===== config.mk =====
export PLATFORM = sky130hd
export DESIGN_NAME = uart_fifo_core
export DESIGN_NICKNAME = d
export VERILOG_FILES = /design/src/rtl/uart_pkg.sv /design/src/rtl/uart_sync_fifo.sv /design/src/rtl/uart_fifo_core.sv
export SDC_FILE = /design/constraint.sdc
export NUM_CORES = 1
export LEC_CHECK = 0
export ABC_AREA = 1
export CAP_MARGIN = 20
export CORE_UTILIZATION = 45
export DETAILED_ROUTE_END_ITERATION = 10
export PLACE_DENSITY = 0.63
export SETUP_SLACK_MARGIN = 0.02
export SLEW_MARGIN = 15
export SYNTH_ARGS = -nofsm -noshare
export SYNTH_HDL_FRONTEND = slang
export SYNTH_SLANG_ARGS = --single-unit

===== constraint.sdc =====
create_clock -name clk -period 3.16 [get_ports clk]
set_input_delay 0.474 -clock clk [delete_from_list [all_inputs] [get_ports clk]]
set_output_delay 0.474 -clock clk [all_outputs]
set_load 0.02 [all_outputs]

===== src/rtl/uart_pkg.sv =====
// Shared constants for uart_fifo_core: register indices, CFG/STAT bit positions,
// parity encodings and the RX/TX FSM state codes.
package uart_pkg;

  localparam logic [1:0] RegDiv  = 2'd0;
  localparam logic [1:0] RegData = 2'd1;
  localparam logic [1:0] RegCfg  = 2'd2;
  localparam logic [1:0] RegStat = 2'd3;

  localparam int unsigned CfgEn    = 0;
  localparam int unsigned CfgStop2 = 1;
  localparam int unsigned CfgParLo = 2;
  localparam int unsigned CfgParHi = 3;
  localparam int unsigned CfgRxie  = 4;
  localparam int unsigned CfgTxie  = 5;

  localparam int unsigned StatRxNe   = 0;
  localparam int unsigned StatTxFull = 1;
  localparam int unsigned StatOvr    = 2;
  localparam int unsigned StatFerr   = 3;
  localparam int unsigned StatPerr   = 4;
  localparam int unsigned StatTxIdle = 5;

  localparam logic [1:0] ParNone = 2'b00;
  localparam logic [1:0] ParEven = 2'b01;
  localparam logic [1:0] ParOdd  = 2'b10;

  localparam logic [2:0] StIdle   = 3'd0;
  localparam logic [2:0] StStart  = 3'd1;
  localparam logic [2:0] StData   = 3'd2;
  localparam logic [2:0] StParity = 3'd3;
  localparam logic [2:0] StStop   = 3'd4;

  function automatic logic par_active(input logic [1:0] par);
    return (par == ParEven) || (par == ParOdd);
  endfunction

endpackage


===== src/rtl/uart_sync_fifo.sv =====
// Single-clock FIFO with occupancy level; a push into a full FIFO succeeds only
// when a pop happens in the same cycle, a pop from an empty FIFO is ignored.
module uart_sync_fifo #(
  parameter int unsigned WIDTH = 8,
  parameter int unsigned DEPTH = 8,
  localparam int unsigned PtrW = (DEPTH > 1) ? $clog2(DEPTH) : 1,
  localparam int unsigned LvlW = $clog2(DEPTH + 1)
) (
  input  logic             clk,
  input  logic             resetn,
  input  logic             push,
  input  logic [WIDTH-1:0] wdata,
  input  logic             pop,
  output logic [WIDTH-1:0] rdata,
  output logic             full,
  output logic             empty,
  output logic [LvlW-1:0]  level
);

  logic [WIDTH-1:0] mem_q [DEPTH];
  logic [PtrW-1:0]  wr_ptr_q, wr_ptr_d, rd_ptr_q, rd_ptr_d;
  logic [LvlW-1:0]  cnt_q, cnt_d;
  logic             do_push, do_pop;

  assign full    = (cnt_q == LvlW'(DEPTH));
  assign empty   = (cnt_q == '0);
  assign level   = cnt_q;
  assign rdata   = mem_q[rd_ptr_q];
  assign do_pop  = pop & ~empty;
  assign do_push = push & (~full | do_pop);

  always_comb begin
    wr_ptr_d = do_push ? wr_ptr_q + PtrW'(1) : wr_ptr_q;
    rd_ptr_d = do_pop ? rd_ptr_q + PtrW'(1) : rd_ptr_q;
    cnt_d    = cnt_q;
    if (do_push && !do_pop) begin
      cnt_d = cnt_q + LvlW'(1);
    end else if (!do_push && do_pop) begin
      cnt_d = cnt_q - LvlW'(1);
    end
  end

  always_ff @(posedge clk) begin
    if (!resetn) begin
      wr_ptr_q <= '0;
      rd_ptr_q <= '0;
      cnt_q    <= '0;
    end else begin
      wr_ptr_q <= wr_ptr_d;
      rd_ptr_q <= rd_ptr_d;
      cnt_q    <= cnt_d;
    end
  end

  always_ff @(posedge clk) begin
    if (do_push) begin
      mem_q[wr_ptr_q] <= wdata;
    end
  end

endmodule


===== src/rtl/uart_fifo_core.sv =====
// Full-duplex UART with RX/TX FIFOs, sticky error flags and level interrupt.
// Optional parity support is compiled in when UART_PARITY_EN is defined.
module uart_fifo_core
  import uart_pkg::*;
#(
  parameter int unsigned DIV_WIDTH  = 16,
  parameter int unsigned FIFO_DEPTH = 8,
  parameter int unsigned DIV_RESET  = 1
) (
  input  logic        clk,
  input  logic        resetn,
  input  logic        reg_valid,
  input  logic        reg_we,
  input  logic [1:0]  reg_addr,
  input  logic [31:0] reg_wdata,
  output logic [31:0] reg_rdata,
  output logic        reg_ready,
  input  logic        ser_rx,
  output logic        ser_tx,
  output logic        enabled,
  output logic        irq
);

  localparam int unsigned LvlW = $clog2(FIFO_DEPTH + 1);
`ifdef UART_PARITY_EN
  localparam bit ParEn = 1'b1;
`else
  localparam bit ParEn = 1'b0;
`endif

  logic [DIV_WIDTH-1:0] div_q, div_d, div_eff, start_pt;
  logic [5:0]           cfg_q, cfg_d;
  logic                 ovr_q, ovr_d, ferr_q, ferr_d, perr_q, perr_d;
  logic                 ovr_set, ferr_set, perr_set;
  logic                 wr_en, rd_en, wr_stat, par_on, par_odd;
  logic                 tx_push, tx_pop, tx_full, tx_empty, tx_idle;
  logic                 rx_push, rx_pop, rx_full, rx_empty;
  logic [7:0]           tx_rdata, rx_rdata;
  logic [LvlW-1:0]      tx_level, rx_level;
  logic [31:0]          stat;
  logic                 unused_wdata;

  assign unused_wdata = ^reg_wdata;

  assign div_eff  = (div_q < DIV_WIDTH'(3)) ? DIV_WIDTH'(3) : div_q;
  assign start_pt = (div_eff - DIV_WIDTH'(1)) >> 1;
  assign par_on   = ParEn & par_active(cfg_q[CfgParHi:CfgParLo]);
  assign par_odd  = (cfg_q[CfgParHi:CfgParLo] == ParOdd);

  // Register port
  assign wr_en     = reg_valid & reg_we;
  assign rd_en     = reg_valid & ~reg_we;
  assign wr_stat   = wr_en & (reg_addr == RegStat);
  assign tx_push   = wr_en & (reg_addr == RegData) & (~tx_full | tx_pop);
  assign reg_ready = ~(wr_en & (reg_addr == RegData) & tx_full & ~tx_pop);
  assign rx_pop    = rd_en & (reg_addr == RegData) & ~rx_empty;
  assign enabled   = cfg_q[CfgEn];

  always_comb begin
    div_d = div_q;
    cfg_d = cfg_q;
    if (wr_en && reg_addr == RegDiv) begin
      div_d = reg_wdata[DIV_WIDTH-1:0];
    end
    if (wr_en && reg_addr == RegCfg) begin
      cfg_d = reg_wdata[5:0];
      if (!ParEn) cfg_d[CfgParHi:CfgParLo] = ParNone;
    end
    // A same-cycle set wins over a W1C clear so no event is lost.
    ovr_d  = (ovr_q  & ~(wr_stat & reg_wdata[StatOvr]))  | ovr_set;
    ferr_d = (ferr_q & ~(wr_stat & reg_wdata[StatFerr])) | ferr_set;
    perr_d = (perr_q & ~(wr_stat & reg_wdata[StatPerr])) | perr_set;
  end

  assign stat = {8'h00, 8'(tx_level), 8'(rx_level), 2'b00, tx_idle, perr_q, ferr_q, ovr_q,
                 tx_full, ~rx_empty};

  always_comb begin
    reg_rdata = '0;
    case (reg_addr)
      RegDiv:  reg_rdata = 32'(div_q);
      RegData: reg_rdata = rx_empty ? 32'hFFFF_FFFF : {24'h0, rx_rdata};
      RegCfg:  reg_rdata = {26'h0, cfg_q};
      RegStat: reg_rdata = stat;
      default: reg_rdata = '0;
    endcase
  end

  assign irq = (cfg_q[CfgRxie] & ~rx_empty) | (cfg_q[CfgTxie] & tx_empty) |
               ovr_q | ferr_q | perr_q;

  // TX engine
  logic [2:0]           tx_state_q, tx_state_d, tx_bit_q, tx_bit_d;
  logic [DIV_WIDTH-1:0] tx_cnt_q, tx_cnt_d;
  logic [7:0]           tx_shift_q, tx_shift_d;
  logic                 tx_par_q, tx_par_d, tx_par_en_q, tx_par_en_d;
  logic                 tx_stop_q, tx_stop_d, tx_out_q, tx_out_d, tx_tick;

  assign tx_tick = (tx_cnt_q >= div_eff);
  assign tx_idle = tx_empty & (tx_state_q == StIdle);
  assign ser_tx  = tx_out_q;

  always_comb begin
    tx_pop      = 1'b0;
    tx_state_d  = tx_state_q;
    tx_cnt_d    = tx_tick ? '0 : tx_cnt_q + DIV_WIDTH'(1);
    tx_bit_d    = tx_bit_q;
    tx_shift_d  = tx_shift_q;
    tx_par_d    = tx_par_q;
    tx_par_en_d = tx_par_en_q;
    tx_stop_d   = tx_stop_q;
    tx_out_d    = tx_out_q;
    case (tx_state_q)
      StIdle: begin
        tx_cnt_d = '0;
        tx_out_d = 1'b1;
        if (cfg_q[CfgEn] && !tx_empty) begin
          tx_pop      = 1'b1;
          tx_state_d  = StStart;
          tx_shift_d  = tx_rdata;
          tx_par_en_d = par_on;
          tx_par_d    = (^tx_rdata) ^ par_odd;
          tx_out_d    = 1'b0;
        end
      end
      StStart: if (tx_tick) begin
        tx_state_d = StData;
        tx_bit_d   = '0;
        tx_out_d   = tx_shift_q[0];
      end
      StData: if (tx_tick) begin
        if (tx_bit_q == 3'd7) begin
          tx_state_d = tx_par_en_q ? StParity : StStop;
          tx_out_d   = tx_par_en_q ? tx_par_q : 1'b1;
          tx_stop_d  = 1'b0;
        end else begin
          tx_shift_d = tx_shift_q >> 1;
          tx_out_d   = tx_shift_q[1];
          tx_bit_d   = tx_bit_q + 3'd1;
        end
      end
      StParity: if (tx_tick) begin
        tx_state_d = StStop;
        tx_stop_d  = 1'b0;
        tx_out_d   = 1'b1;
      end
      StStop: if (tx_tick) begin
        if (cfg_q[CfgStop2] && !tx_stop_q) tx_stop_d = 1'b1;
        else                               tx_state_d = StIdle;
      end
      default: begin
        tx_state_d = StIdle;
        tx_out_d   = 1'b1;
      end
    endcase
  end

  // RX engine
  logic                 rx_s1_q, rx_in;
  logic [2:0]           rx_state_q, rx_state_d, rx_bit_q, rx_bit_d;
  logic [DIV_WIDTH-1:0] rx_cnt_q, rx_cnt_d;
  logic [7:0]           rx_shift_q, rx_shift_d;
  logic                 rx_par_q, rx_par_d, rx_par_en_q, rx_par_en_d, rx_odd_q, rx_odd_d;
  logic                 rx_tick;

  assign rx_tick = (rx_cnt_q >= div_eff);
  assign ovr_set = rx_push & rx_full & ~rx_pop;

  always_comb begin
    rx_push     = 1'b0;
    ferr_set    = 1'b0;
    perr_set    = 1'b0;
    rx_state_d  = rx_state_q;
    rx_cnt_d    = rx_cnt_q + DIV_WIDTH'(1);
    rx_bit_d    = rx_bit_q;
    rx_shift_d  = rx_shift_q;
    rx_par_d    = rx_par_q;
    rx_par_en_d = rx_par_en_q;
    rx_odd_d    = rx_odd_q;
    if (!cfg_q[CfgEn]) begin
      rx_state_d = StIdle;
      rx_cnt_d   = '0;
    end else begin
      case (rx_state_q)
        StIdle: begin
          rx_cnt_d = '0;
          if (!rx_in) rx_state_d = StStart;
        end
        StStart: if (rx_cnt_q >= start_pt) begin
          rx_cnt_d    = '0;
          rx_bit_d    = '0;
          rx_par_en_d = par_on;
          rx_odd_d    = par_odd;
          rx_state_d  = rx_in ? StIdle : StData;
        end
        StData: if (rx_tick) begin
          rx_cnt_d   = '0;
          rx_shift_d = {rx_in, rx_shift_q[7:1]};
          rx_bit_d   = rx_bit_q + 3'd1;
          if (rx_bit_q == 3'd7) rx_state_d = rx_par_en_q ? StParity : StStop;
        end
        StParity: if (rx_tick) begin
          rx_cnt_d   = '0;
          rx_par_d   = rx_in;
          rx_state_d = StStop;
        end
        StStop: if (rx_tick) begin
          rx_state_d = StIdle;
          if (!rx_in) begin
            ferr_set = 1'b1;
          end else if (rx_par_en_q && ((^rx_shift_q) ^ rx_par_q ^ rx_odd_q)) begin
            perr_set = 1'b1;
          end else begin
            rx_push = 1'b1;
          end
        end
        default: rx_state_d = StIdle;
      endcase
    end
  end

  always_ff @(posedge clk) begin
    if (!resetn) begin
      div_q       <= DIV_WIDTH'(DIV_RESET);
      cfg_q       <= '0;
      ovr_q       <= 1'b0;
      ferr_q      <= 1'b0;
      perr_q      <= 1'b0;
      tx_state_q  <= StIdle;
      tx_cnt_q    <= '0;
      tx_bit_q    <= '0;
      tx_shift_q  <= '0;
      tx_par_q    <= 1'b0;
      tx_par_en_q <= 1'b0;
      tx_stop_q   <= 1'b0;
      tx_out_q    <= 1'b1;
      rx_s1_q     <= 1'b1;
      rx_in       <= 1'b1;
      rx_state_q  <= StIdle;
      rx_cnt_q    <= '0;
      rx_bit_q    <= '0;
      rx_shift_q  <= '0;
      rx_par_q    <= 1'b0;
      rx_par_en_q <= 1'b0;
      rx_odd_q    <= 1'b0;
    end else begin
      div_q       <= div_d;
      cfg_q       <= cfg_d;
      ovr_q       <= ovr_d;
      ferr_q      <= ferr_d;
      perr_q      <= perr_d;
      tx_state_q  <= tx_state_d;
      tx_cnt_q    <= tx_cnt_d;
      tx_bit_q    <= tx_bit_d;
      tx_shift_q  <= tx_shift_d;
      tx_par_q    <= tx_par_d;
      tx_par_en_q <= tx_par_en_d;
      tx_stop_q   <= tx_stop_d;
      tx_out_q    <= tx_out_d;
      rx_s1_q     <= ser_rx;
      rx_in       <= rx_s1_q;
      rx_state_q  <= rx_state_d;
      rx_cnt_q    <= rx_cnt_d;
      rx_bit_q    <= rx_bit_d;
      rx_shift_q  <= rx_shift_d;
      rx_par_q    <= rx_par_d;
      rx_par_en_q <= rx_par_en_d;
      rx_odd_q    <= rx_odd_d;
    end
  end

  uart_sync_fifo #(
    .WIDTH (8),
    .DEPTH (FIFO_DEPTH)
  ) u_tx_fifo (
    .clk    (clk),
    .resetn (resetn),
    .push   (tx_push),
    .wdata  (reg_wdata[7:0]),
    .pop    (tx_pop),
    .rdata  (tx_rdata),
    .full   (tx_full),
    .empty  (tx_empty),
    .level  (tx_level)
  );

  uart_sync_fifo #(
    .WIDTH (8),
    .DEPTH (FIFO_DEPTH)
  ) u_rx_fifo (
    .clk    (clk),
    .resetn (resetn),
    .push   (rx_push),
    .wdata  (rx_shift_q),
    .pop    (rx_pop),
    .rdata  (rx_rdata),
    .full   (rx_full),
    .empty  (rx_empty),
    .level  (rx_level)
  );

endmodule


==> results.toml <==
[status]
status = "finished, violations left"
failed_checks = "negative setup slack"

[sta]
tightestPinTransition_ns = 0.913
hold_violations = 0
grt_setup_unrepaired = "yes"
worst_slack_ns = -0.156
totalNegativeSetupSlack_ns = -1.52
final-setup-viol-count = 18
finalCritPeriodShare_pct = 105
period_needed_ns = 3.32
relSlewSlack_pct = 39.1
fmax_mhz = 302
report.final.slew_viol_count = 0
skew_ns = 0.0180
holdWs_ns = 0.413

[critical_path]
worstPathRequired_ns = 3.65
r2r_start = "div_q[6]"
crit_type = "register to register"
start_kind = "register"
crit_chain = "nor2_2 > nand2_2 > nor2_4 > a21oi_4 > nand3_2 > nor2_4 > nand3_4 > nor2_4 > nand3_2 > nor3_4 > xor2_1 > ha_1 > nand4_1 > inv_1 > a211oi_2 > buf_4 > nand4_1 > o211ai_1 > nand2_2 > clkinvlp_4 > o211ai_1 > inv_1"
path_delay_family = "simple AND/OR/NAND/NOR gates"
slowest_delay_ns = 0.34
path_buf_inv = 4
crit_start = "div_q[6]"
worst-path-max-fanout = 7
worstPathArrival_ns = 3.80
cp-end-kind = "register"
cpMostUsedCell = "nor2_4"
r2r_slack_ns = -0.16
cpMaxStageDelayCell = "dfxtp_2"

[final_layout]
layout-drive-gt1-share_pct = 17.7
fin_nets = 1553
fin_area_um2 = 14400
diodes = 0
final_cell_count_no_fill = 1799
area_growth_pct = 24.2

[floorplan]
rows = 58
core_um2 = 25300
dieArea_um2 = 26400
start_util_pct = 45.9
design.portCount = 75
die_w_um = 163
chipHeight_um = 163

[synthesis]
ys_ff_latch = 241
synth_ff_type = "edfxtp_1"
synth-simple-area-share_pct = 18.9
async_reset_ff_share_pct = 0
ys_seq_area_share_pct = 52.6
avgSynthCellArea_um2 = 8.95
synth_fa_ha_area_share_pct = 7.14
yosysMostFrequentCell = "nand2_1"
yosys.area.top_type_share_pct = 33.1
syn-num-nets = 1400
synth_area_um2 = 11600
synth_xor_area_share_pct = 1.96
synth_edf_count = 128
synthMuxAreaShare_pct = 0
synth.distinct_cells = 46
postSynthCellCount = 1296
synth_compound_area_share_pct = 12.8
synth_common_cells = "212 x nand2_1, 161 x nor2_1, 134 x inv_1"
synth_warnings = 0
synthTopCellsByArea = "edfxtp_1 33%, dfxtp_1 20%, nand2_1 6.9%, ha_1 6.8%, o21ai_0 5.3%"
yosysTopAreaCell = "edfxtp_1"
synth_top_family_by_area = "simple AND/OR/NAND/NOR gates"

[clock_tree]
cts_htree_levels = 1
cts_tree = "yes"
cts_sinks = 241
clock_path_buffers = 3
ctsHoldBuffers = 0
clk_latency_ns = 0.54
cts_inserted_buffers = 26
path_clk_slew_ns = 0.06
root_buffer = "clkbuf_16"

[min_path]
hp-class = "register to register"
hold_start = "rx_s1_q"

[power]
p_switching_mw = 1.77
internal-power_mw = 5.69
powerDensity_nw_per_um2 = 518
pwr-share-seq_pct = 45.3
swShare_pct = 23.7
p_leak_nw = 6.03
clkPwrFrac_pct = 44.0
power_frac_comb_pct = 10.7
ir_drop_v = 0.000396
p_total_mw = 7.46

[placed_design]
gp_congestion = 0.824
dp_cells = 1742
io_buffer_count = 58
post_dp_cell_area_um2 = 13200
hpwl_mm = 20.5

[drt]
drt_iter0_drc = 737
avgRoutedWirePerCell_um = 16.2
via_per_inst = 5.18
drcViolationCount = 0
first_pass_iters = 5
routed_wl_mm = 29.1
dr_total_vias = 9316
ant_nets = 0

[global_route]
gr-total-overflow = 0
grt_pass1_wl_mm = 46.1
antenna_found_initial = 0
grt_max_degree = 33
grt_pass1_vias = 8857
grtUsageTotal_pct = 22.3

[run]
cap_viol_max_count = 0
## what timing repair did
action,CTS,global route
cloned,1,0
endpoints found under the setup margin,43,89
buffers inserted,2,6
gates resized for setup,44,45
pin swaps,13,22
## logic make-up after synthesis
logic type               Yosys count
XOR/XNOR                          26
flip-flops                       241
buffers and inverters            186
AND/OR/NAND/NOR                  508
adder cells (fa/ha/maj)           65
AO/OA/AOI/OAI                    270
## cell type report
class	instances	area, µm²
tap	330	413
clock inverter	12	160
inverter	140	529
fill	2266	10900
timing repair inverter	1	7.51
multi-input combinational	869	4980
sequential	241	6130
clock buffer	36	781
timing repair buffer	170	1410
## cells in the final DEF, fill, tap and decap left out, types with 16 or more instances in the layout
cell	count
o22ai_1	23
clkbuf_16	28
a21oi_1	90
nor2_1	154
inv_1	124
edfxtp_1	128
nand2_1	200
buf_4	112
dfxtp_2	16
nor3_1	19
nand3_1	60
xor2_1	23
dfxtp_1	97
clkdlybuf4s50_1	41
ha_1	59
o21ai_0	117
## through the flow
stage,util [%],setup slack (ns)
6_report,57.0,-0.156
5_1_grt,57.0,-0.474
4_1_cts,56.4,-0.104
3_5_place_dp,52.2,-0.315
3_3_place_gp,52.2,-0.189
2_1_floorplan,-,0.0221
## state kept, by name, indices dropped and copies added, names as in the netlist, 3 cells and up, named ones only
signal	count
tx_cnt_q	16
cfg_q	4
tx_bit_q	3
u_rx_fifo.level	4
tx_shift_q	8
div_q	16
rx_bit_q	3
u_rx_fifo.wr_ptr_q	3
u_tx_fifo.level	4
u_tx_fifo.rd_ptr_q	3
rx_state_q	3
u_rx_fifo.rd_ptr_q	3
rx_shift_q	8
u_tx_fifo.wr_ptr_q	3
rx_cnt_q	16
tx_state_q	3
u_rx_fifo.mem_q	64
u_tx_fifo.mem_q	64
## power by group through the flow
stage / Combinational [mW] / Clock, mW / Sequential [mW]
detailed placement: 0.773 / 0 / 3.44
global placement: 0.763 / 0 / 3.44
global route: 0.900 / 3.46 / 3.39
floorplan: 0.491 / 0 / 3.44
CTS: 0.784 / 3.34 / 3.38
finish: 0.800 / 3.28 / 3.38
## path summary, 6_finish.rpt
| path | endpoint | depth (start not counted) |
|---|---|---|
| worst min-delay path | rx_in | 1 |
| worst min register to register | rx_in | 1 |
| worst max register to register | rx_cnt_q[12] | 22 |
| worst max-delay path | rx_cnt_q[12] | 22 |
## metal layers
metal  part of all wire [%]  global-route usage (%)  wire [µm]
met3                    4.5                    3.74       1300
met4                    1.7                    5.82        508
met5                      0                       0          0
met1                     45                    29.5      13100
met2                     49                    37.9      14200
Note: power is estimated with default switching activity, not from simulation.
